$ cat config.mk
export PLATFORM = sky130hd
export DESIGN_NAME = spdif_transmitter
export DESIGN_NICKNAME = d
export VERILOG_FILES = /design/src/rtl/spdif_pkg.sv /design/src/rtl/spdif_bmc_encoder.sv /design/src/rtl/spdif_transmitter.sv
export SDC_FILE = /design/constraint.sdc
export NUM_CORES = 1
export LEC_CHECK = 0
export CAP_MARGIN = 20
export CORE_MARGIN = 2
export CORE_UTILIZATION = 55
export DETAILED_ROUTE_END_ITERATION = 7
export PLACE_DENSITY_LB_ADDON = 0.05
export SLEW_MARGIN = 20
export SYNTH_ARGS = -nofsm -noshare
export SYNTH_HDL_FRONTEND = slang
export SYNTH_HIERARCHICAL = 1
export SYNTH_SLANG_ARGS = --single-unit
$ cat constraint.sdc
create_clock -name Clk -period 3.1 [get_ports Clk]
set_input_delay 0.62 -clock Clk [delete_from_list [all_inputs] [get_ports Clk]]
set_output_delay 0.62 -clock Clk [all_outputs]
set_load 0.005 [all_outputs]
$ cat src/rtl/spdif_pkg.sv
// spdif_pkg: preamble patterns, slot map and block length shared by the S/PDIF transmitter.
package spdif_pkg;
  localparam logic [7:0] PRE_B = 8'b11101000;
  localparam logic [7:0] PRE_M = 8'b11100010;
  localparam logic [7:0] PRE_W = 8'b11100100;
  localparam int SLOT_AUDIO_LO = 4;
  localparam int SLOT_V = 28;
  localparam int SLOT_U = 29;
  localparam int SLOT_C = 30;
  localparam int SLOT_P = 31;
  localparam int FRAMES_PER_BLOCK = 192;
  typedef enum logic {SUB_L = 1'b0, SUB_R = 1'b1} sub_t;
  function automatic logic [7:0] preamble(input sub_t sub, input logic block_first);
    return (sub == SUB_R) ? PRE_W : (block_first ? PRE_B : PRE_M);
  endfunction
endpackage

$ cat src/rtl/spdif_bmc_encoder.sv
// spdif_bmc_encoder: biphase-mark line driver, one half-cell per tick.
module spdif_bmc_encoder (
  input  logic       i_clk,
  input  logic       i_rst_n,
  input  logic       i_tick,
  input  logic [5:0] i_hc,
  input  logic       i_bit,
  input  logic       i_pre,
  input  logic [7:0] i_pattern,
  output logic       o_line,
  output logic       o_nline
);
  logic r_line, r_nline, r_pol;
  logic w_pol, w_next;
  // Preamble polarity is the line level just before half-cell 0 of the subframe.
  always_comb begin
    w_pol  = (i_hc == 6'd0) ? r_line : r_pol;
    w_next = i_pre ? (i_pattern[~i_hc[2:0]] ^ w_pol) : (i_hc[0] ? (r_line ^ i_bit) : ~r_line);
  end
  always_ff @(posedge i_clk or negedge i_rst_n) begin
    if (!i_rst_n) begin
      r_line  <= 1'b0;
      r_nline <= 1'b1;
      r_pol   <= 1'b0;
    end else if (i_tick) begin
      r_line  <= w_next;
      r_nline <= ~w_next;
      r_pol   <= w_pol;
    end
  end
  assign o_line  = r_line;
  assign o_nline = r_nline;
endmodule

$ cat src/rtl/spdif_transmitter.sv
// spdif_transmitter: IEC 60958 consumer transmitter with Valid/Ready sample intake.
module spdif_transmitter
  import spdif_pkg::*;
#(
  parameter logic [39:0] CHANNEL_STATUS = 40'h0000_0200_04,
  parameter logic        USER_BIT       = 1'b0
) (
  input  logic        Clk,
  input  logic        nReset,
  input  logic        Tick,
  input  logic [23:0] Left,
  input  logic [23:0] Right,
  input  logic        Valid,
  output logic        Ready,
  output logic        S_PDIF_Out,
  output logic        nS_PDIF,
  output logic        Frame_Start,
  output logic        Block_Start,
  output logic        Underrun
);
  logic [5:0]  r_hc;
  sub_t        r_sub;
  logic [7:0]  r_frame;
  logic        r_full, r_v, r_fs, r_bs, r_un;
  logic [23:0] r_hold_l, r_hold_r, r_sh_l, r_sh_r;
  logic        w_fs, w_load, w_c, w_par, w_bit, w_pre;
  logic [4:0]  w_slot, w_idx;
  logic [23:0] w_sample;
  logic [7:0]  w_pattern;
  always_comb begin
    w_fs      = Tick & (r_hc == 6'd0) & (r_sub == SUB_L);
    w_load    = Valid & ~r_full;
    w_slot    = r_hc[5:1];
    w_idx     = w_slot - 5'(SLOT_AUDIO_LO);
    w_sample  = (r_sub == SUB_R) ? r_sh_r : r_sh_l;
    w_c       = (r_frame < 8'd40) ? CHANNEL_STATUS[r_frame[5:0]] : 1'b0;
    w_par     = ^{w_sample, r_v, USER_BIT, w_c};
    w_pre     = w_slot < 5'(SLOT_AUDIO_LO);
    w_pattern = preamble(r_sub, r_frame == 8'd0);
    w_bit     = (w_slot == 5'(SLOT_V)) ? r_v :
                (w_slot == 5'(SLOT_U)) ? USER_BIT :
                (w_slot == 5'(SLOT_C)) ? w_c :
                (w_slot == 5'(SLOT_P)) ? w_par : w_sample[w_idx];
  end
  // A load on the frame-start edge lands in the holding register, so that frame underruns.
  always_ff @(posedge Clk or negedge nReset) begin
    if (!nReset) begin
      r_hc     <= 6'd0;
      r_sub    <= SUB_L;
      r_frame  <= 8'd0;
      r_full   <= 1'b0;
      r_v      <= 1'b1;
      r_fs     <= 1'b0;
      r_bs     <= 1'b0;
      r_un     <= 1'b0;
      r_hold_l <= 24'd0;
      r_hold_r <= 24'd0;
      r_sh_l   <= 24'd0;
      r_sh_r   <= 24'd0;
    end else begin
      r_fs   <= w_fs;
      r_bs   <= w_fs & (r_frame == 8'd0);
      r_un   <= w_fs & ~r_full;
      r_full <= w_load | (r_full & ~w_fs);
      if (w_load) begin
        r_hold_l <= Left;
        r_hold_r <= Right;
      end
      if (w_fs) begin
        r_sh_l <= r_full ? r_hold_l : 24'd0;
        r_sh_r <= r_full ? r_hold_r : 24'd0;
        r_v    <= ~r_full;
      end
      if (Tick) begin
        r_hc <= r_hc + 6'd1;
        if (r_hc == 6'd63) begin
          r_sub <= (r_sub == SUB_L) ? SUB_R : SUB_L;
          if (r_sub == SUB_R)
            r_frame <= (r_frame == 8'(FRAMES_PER_BLOCK - 1)) ? 8'd0 : r_frame + 8'd1;
        end
      end
    end
  end
  spdif_bmc_encoder u_bmc (
    .i_clk     (Clk),
    .i_rst_n   (nReset),
    .i_tick    (Tick),
    .i_hc      (r_hc),
    .i_bit     (w_bit),
    .i_pre     (w_pre),
    .i_pattern (w_pattern),
    .o_line    (S_PDIF_Out),
    .o_nline   (nS_PDIF)
  );
  assign Ready       = ~r_full;
  assign Frame_Start = r_fs;
  assign Block_Start = r_bs;
  assign Underrun    = r_un;
endmodule
### After elaboration in Yosys (flattened, before gate mapping)

Memory sizes are Yosys's and may differ from the RTL's.
Cells that the tools add are included.

| word-level totals | value |
|---|---|
| input port bits | 52 |
| memories | 1 |
| word-level logic and storage cells | 70 |
| ROM bits | 64 |
| bits in registers | 119 |
| output and inout bits | 6 |

| operators by class | value |
|---|---|
| magnitude comparators | 5 |
| reduce and logical (&&, ||, !) cells | 5 |
| muxes and demuxes | 20 |
| eq/ne operators | 6 |
| bitwise operators | 15 |
| add/sub/neg operators | 3 |

Memories:

| name | depth | width | read ports | clocked after memory_dff | wr ports | line | text |
|---|---|---|---|---|---|---|---|
| (name not given) | 64 | 1 | 1 | 0 | 0 | spdif_transmitter.sv:36 | `w_c = (r_frame < 8'd40) ? CHANNEL_STATUS[r_frame[5:0]] : 1'b0;` |

Operator list:

| cell | count |
|---|---|
| two-way mux 24 bit | 3 |
| XOR reduction 27 bit | 1 |
| equality test 5 bit (second input constant) | 4 |
| two-way mux 1 bit | 12 |
| adder 8 x 1 -> 8 bit (second input constant) | 1 |
| equality test 8 bit (second input constant) | 1 |
| zero test 8 bit | 1 |
| < comparator 8 x 6 -> 1 bit (second input constant) | 1 |
| two-way mux 4 bit | 2 |
| two-way mux 8 bit | 1 |
| < comparator 6 x 7 -> 1 bit (second input constant) | 1 |
| adder 6 x 1 -> 6 bit (second input constant) | 1 |
| bitwise AND 1 bit | 6 |
| equality test 6 bit (second input constant) | 1 |
| zero test 6 bit | 1 |
| < comparator 5 x 6 -> 1 bit (second input constant) | 1 |
| binary-select mux 1 bit (select 5 bit) | 1 |
| < comparator 5 x 3 -> 1 bit (second input constant) | 1 |
| inverter 1 bit | 5 |
| subtractor 5 x 3 -> 5 bit (second input constant) | 1 |
| < comparator 3 x 4 -> 1 bit (second input constant) | 1 |
| binary-select mux 1 bit (select 3 bit) | 1 |
| inverter 3 bit | 1 |
| AND reduction 3 bit | 1 |
| other kinds (3) | 4 |

### Longest topological paths before layout

| logic depth | value |
|---|---|
| depth after elaboration | 12 |
| gate-level depth with buffers | 14 |
| depth with buffers taken out | 13 |

### Hierarchy

The synthesis kept the hierarchy.

By module, submodules not included:

| module | area each (sq um) | instances | seq. area each (sq um) | cells each |
|---|---|---|---|---|
| spdif_transmitter | 5,624.1 | 1 | 2,904.0 | 496 |
| spdif_bmc_encoder | 264.0 | 1 | 76.3 | 24 |

### Worst setup path before layout

OpenSTA, ideal clock, no wires.

| path | value |
|---|---|
| kind | flip-flop to flip-flop |
| start | register r_sub |
| end | register u_bmc.r_line, in the netlist u_bmc/o_line |
| path slack | 0.387 ns |
| arrival | 2.565 ns |
| library setup time | 0.148 ns |
| clock period less this slack | 2.713 ns |
| stages on the path, launching flop included | 14 |
| cells stage by stage | dfrtp_1 -> buf_6 -> buf_12 -> mux4_1 -> mux4_2 -> a22oi_1 -> a2111oi_1 -> a41oi_2 -> o21ai_1 -> nor2b_1 -> nand2b_1 -> a21oi_1 -> a21o_1 -> a31oi_1 |

| on the way | value |
|---|---|
| word-level cells in the longest chain between the ends | 10 |
| elaborated cells on any way between the ends | 15 |

RTL lines:

| what | line | text |
|---|---|---|
| from (decl) | spdif_transmitter.sv:22 | `sub_t r_sub;` |
| from (signal assigned) | spdif_transmitter.sv:77 | `r_sub <= (r_sub == SUB_L) ? SUB_R : SUB_L;` |
| two-way mux 24 bit * | spdif_transmitter.sv:35 | `w_sample = (r_sub == SUB_R) ? r_sh_r : r_sh_l;` |
| binary-select mux 1 bit (select 5 bit) | spdif_transmitter.sv:43 | `(w_slot == 5'(SLOT_P)) ? w_par : w_sample[w_idx];` |
| two-way mux 1 bit (implied by the code) | spdif_transmitter.sv:43 |  |
| two-way mux 1 bit * | spdif_transmitter.sv:43 |  |
| two-way mux 1 bit * | spdif_transmitter.sv:42 | `(w_slot == 5'(SLOT_C)) ? w_c :` |
| two-way mux 1 bit * | spdif_transmitter.sv:41 | `(w_slot == 5'(SLOT_U)) ? USER_BIT :` |
| two-way mux 1 bit * | spdif_transmitter.sv:40 | `w_bit = (w_slot == 5'(SLOT_V)) ? r_v :` |
| net w_bit | spdif_transmitter.sv:26 | `logic w_fs, w_load, w_c, w_par, w_bit, w_pre;` |
| XOR 1 bit * | spdif_bmc_encoder.sv:18 | `w_next = i_pre ? (i_pattern[~i_hc[2:0]] ^ w_pol) : (i_hc[0] ? (r_line ^ i_bit) : ~r_line);` |
| two-way mux 1 bit * (2 in a row) | spdif_bmc_encoder.sv:18 |  |
| to (signal assigned) | spdif_bmc_encoder.sv:26 | `r_line <= w_next;` |
| to (decl) | spdif_bmc_encoder.sv:13 | `logic r_line, r_nline, r_pol;` |

Mark *: on every way through the listed nets, which the timed path passes. The rest lies on a longest branch. The select of a mux whose other input is x is not followed.
A chain may end at the register's enable or synchronous reset.

### Worst setup path after layout

| path | value |
|---|---|
| start | register r_sub |
| end | register u_bmc.r_nline, in the netlist u_bmc/o_nline |

| on the way | value |
|---|---|
| word-level cells in the longest chain between the ends | 11 |
| elaborated cells on any way between the ends | 16 |

RTL lines:

| what | line | text |
|---|---|---|
| two-way mux 24 bit * | spdif_transmitter.sv:35 |  |
| binary-select mux 1 bit (select 5 bit) | spdif_transmitter.sv:43 |  |
| two-way mux 1 bit (implied by the code) | spdif_transmitter.sv:43 |  |
| two-way mux 1 bit * | spdif_transmitter.sv:43 |  |
| two-way mux 1 bit * | spdif_transmitter.sv:42 |  |
| two-way mux 1 bit * | spdif_transmitter.sv:41 |  |
| two-way mux 1 bit * | spdif_transmitter.sv:40 |  |
| net w_bit | spdif_transmitter.sv:26 |  |
| XOR 1 bit * | spdif_bmc_encoder.sv:18 |  |
| two-way mux 1 bit * (2 in a row) | spdif_bmc_encoder.sv:18 |  |
| inverter 1 bit * | spdif_bmc_encoder.sv:27 | `r_nline <= ~w_next;` |
| to (signal assigned) | spdif_bmc_encoder.sv:27 |  |
| to (decl) | spdif_bmc_encoder.sv:13 |  |

Marked as above.

==> impl_metrics.csv <==
group,metric,value,unit
cts,clkLatencyLatePin,0.54,ns
yosys,synthMuxAreaShare,19.0,%
yosys,synthTopCellsByCount,"117 x dfrtp_1, 106 x nand2_1, 51 x mux2_2, 51 x o21ai_0, 24 x clkbuf_1",
yosys,synthAdderAreaFrac,1.70,%
sta,final.min_clock_period,2.96,ns
cts,cts_hold_buf,0,
worst_setup_path,cp-start-kind,"register",
sta,whs,0.158,ns
yosys,synth_edf_count,0,
floorplanning,num_rows,37,
yosys,synth_top_area_share,49.7,%
hold_path,hold_class,"in -> async",
yosys,synth-simple-area-share,10.8,%
worst_setup_path,crit_top_cell,"buf_4",
floorplanning,die_x,107,µm
global_routing,antenna_found_initial,0,
sta,setup_viol,0,
yosys,synth_area_leader_cell,"dfrtp_1",
layout,fillers,811,
worst_setup_path,cp_data_arrival_time,3.42,ns
pwr,peakVddDrop,0.570,mV
floorplanning,ios,58,
pwr,power.leakage,3.40,nW
drt,routed_wl,12.3,mm
sta,hold_viol,0,
pwr,p_switching,1.58,mW
sta,setup_slack,0.141,ns
worst_setup_path,path_class,"reg -> reg",
pwr,pwr-share-seq,39.3,%
worst_setup_path,r2r_end,"u_bmc/o_nline$_DFFE_PN1P_",
sta,fmax,338,MHz
worst_setup_path,crit_path_max_fanout,9,
cts,cts.sinks,119,
worst_setup_path,rr_startpoint,"r_sub$_DFFE_PN0P_",
worst_setup_path,critical_path.slowest_cell,"mux4_1",
flow_run,cap_viol_max_count,0,
cts,cts_tree,"yes",
floorplanning,die_h,107,µm
yosys,syn_inst,520,
sta,worstMarginPinSlew,0.756,ns
pwr,power,5.53,mW
place,dpl-instance-area,6610,µm²
yosys,yosysMostFrequentCell,"dfrtp_1",
layout,area_growth,23.1,%
layout,final_core_util,69.9,%
global_routing,grt_pass1_wl,20.8,mm
pwr,switching_share,28.6,%
layout,drive_above_1_share,18.5,%
floorplanning,die-area,11500,µm²
yosys,synthFlopType,"dfrtp_1",
yosys,ys_types,48,
cts,clk_pin_slew,0.06,ns
drt,wire_per_inst,16.9,µm
pwr,internal_power,3.95,mW
yosys,synth_top_family_by_area,"multiplexers",
sta,maxSlewViolCount,0,
sta,relSlewSlack,49.6,%
floorplanning,start_util,56.8,%
yosys,synthXorXnorAreaFrac,7.61,%
place,place_hpwl,8.76,mm
place,post-place-ws,0.147,ns
global_routing,track_usage,24.0,%
cts,ctsHtreeMaxLevel,4,
cts,root_buffer,"clkbuf_8",
yosys,yosysWarnings,6,
place,gp_congestion,0.887,
yosys,syn_avg_cell_area,11.3,µm²
global_routing,grt_pass1_vias,4192,
layout,diodes,0,
pwr,p_comb_share,23.0,%
worst_setup_path,worst-path-buf-inv,2,
yosys,synth.yosys.seq_area_share,50.6,%
pwr,p_clk_share,37.8,%
yosys,synth_compound_area_share,6.93,%
global_routing,grt_overflow,0,
drt,dr.pass1.iters,6,
place,portBuffers,57,
cts,cts_made_buffers,17,
drt,drtIter0Drc,247,
drt,vias_per_cell,5.47,
drt,ant_nets,0,
worst_setup_path,crit_required,3.56,ns
cts,cts_buffer_depth,2,
drt,vias,3999,
layout,nets,642,
yosys,synth_area_leaders,"dfrtp_1 50%, mux2_2 9.8%, nand2_1 6.8%",
floorplanning,core_region_area,10400,µm²
worst_setup_path,r2r_slack,0.14,ns
sta,period_share,95.5,%
global_routing,grt_max_degree,59,
worst_setup_path,cp_top_family,"multiplexers",
layout,postLayoutCellArea,7250,µm²
sta,skew,0.00623,ns
worst_setup_path,max_stage_delay,0.57,ns
pwr,power.density,763,nW/µm²
yosys,async_flop_share,100,%
yosys,synth_area,5890,µm²
drt,drc,0,
yosys,synth-seq-cells,119,
worst_setup_path,worstPathCellList,"buf_4 -> mux4_1 -> mux4_2 -> a311oi_1 -> a2111oi_1 -> a41oi_2 -> o21ai_1 -> nor2b_2 -> buf_4 -> xnor2_1 -> o22ai_1 -> a31o_1",
worst_setup_path,reg2reg_depth,12,
run_status,status,"completed",
worst_setup_path,end_kind,"register",
[power by group through the flow]
| stage | sequential, mW | clock (mW) | combinational [mW] |
|---|---|---|---|
| floorplan | 2.08 | 0 | 0.964 |
| global placement | 2.19 | 0 | 1.22 |
| detailed placement | 2.20 | 0 | 1.24 |
| CTS | 2.17 | 2.13 | 1.25 |
| global route | 2.22 | 2.19 | 1.41 |
| finish | 2.17 | 2.09 | 1.27 |
[registers in the layout (all words and copies together), names as in the netlist, 6 cells and up]
register  count
r_frame       8
r_hold_r     24
r_sh_l       24
r_hc          6
r_sh_r       24
r_hold_l     24
[worst reg2reg max path: stages, from the launching register on]
cell and delay (ns):
dfrtp_1 0.35, buf_4 0.20, mux4_1 0.57, mux4_2 0.48
a311oi_1 0.25, a2111oi_1 0.10, a41oi_2 0.16, o21ai_1 0.12
nor2b_2 0.15, buf_4 0.13, xnor2_1 0.12, o22ai_1 0.08
a31o_1 0.18
[how the worst max path moves through the flow]
stage                            from                        end  slack [ns]  depth (start not counted)
global placement    r_sub$_DFFE_PN0P_   u_bmc/o_line$_DFFE_PN0P_        0.19                         12
CTS                 r_sub$_DFFE_PN0P_   u_bmc/o_line$_DFFE_PN0P_        0.13                         12
detailed placement  r_sub$_DFFE_PN0P_   u_bmc/o_line$_DFFE_PN0P_        0.15                         12
floorplan           r_sub$_DFFE_PN0P_   u_bmc/o_line$_DFFE_PN0P_        0.39                         13
global route        r_sub$_DFFE_PN0P_   u_bmc/o_line$_DFFE_PN0P_       -0.01                         12
finish              r_sub$_DFFE_PN0P_  u_bmc/o_nline$_DFFE_PN1P_        0.14                         12
[cell type report]
cell class / instances / area (µm²) / area share [%]
multi-input combinational: 361 / 2740 / 37.8
tap: 136 / 170 / 2.35
timing repair buffer: 71 / 686 / 9.46
sequential: 119 / 2980 / 41.1
clock inverter: 13 / 190 / 2.62
clock buffer: 19 / 442 / 6.09
inverter: 12 / 45.0 / 0.621
[cells in the final DEF (no fill, tap or decap), types with 4 or more instances in the layout]
master and count:
a21o_1 4, dfrtp_1 117, xnor2_1 23, inv_1 11
mux2i_1 16, nor2_1 14, nand4_1 6, bufinv_16 4
buf_4 14, clkdlybuf4s50_1 56, clkbuf_16 16, o21ai_0 51
inv_6 4, ha_1 8, mux2_2 51, xor2_1 23
mux4_1 12, nand2_1 106, a21oi_1 4, conb_1 5
[per-layer routing]
layer,vias to the layer above,global-route usage (%),share of wire (%)
met1,1971,29.7,44
met2,80,39.3,50
met5,-,0,0
met3,31,7.08,3.7
met4,0,10.2,2.6
li1,1917,-,-
[kinds of logic (layout without fill, tap and decap cells)]
group / count (synthesis) / count (layout)
simple gates: 147 / 147
flops: 119 / 119
mux: 82 / 82
compound gates: 71 / 71
xor+xnor: 48 / 48
buf+inv: 43 / 115
fa+ha+maj: 8 / 8
other cells: 2 / 5
[through the flow]
| stage | setup TNS [ns] | cells |
|---|---|---|
| after floorplan | 0 | 523 |
| after global placement | 0 | 698 |
| after detailed placement | 0 | 698 |
| after CTS | 0 | 730 |
| after global routing | -0.0189 | 731 |
| final | 0 | 731 |
[what timing repair did]
item | 4_1_cts | 5_1_grt
endpoints found under the setup margin | 0 | 2
gates resized for setup | 0 | 1
setup buffers | 0 | 1
Power figures use the tool's default switching activity.
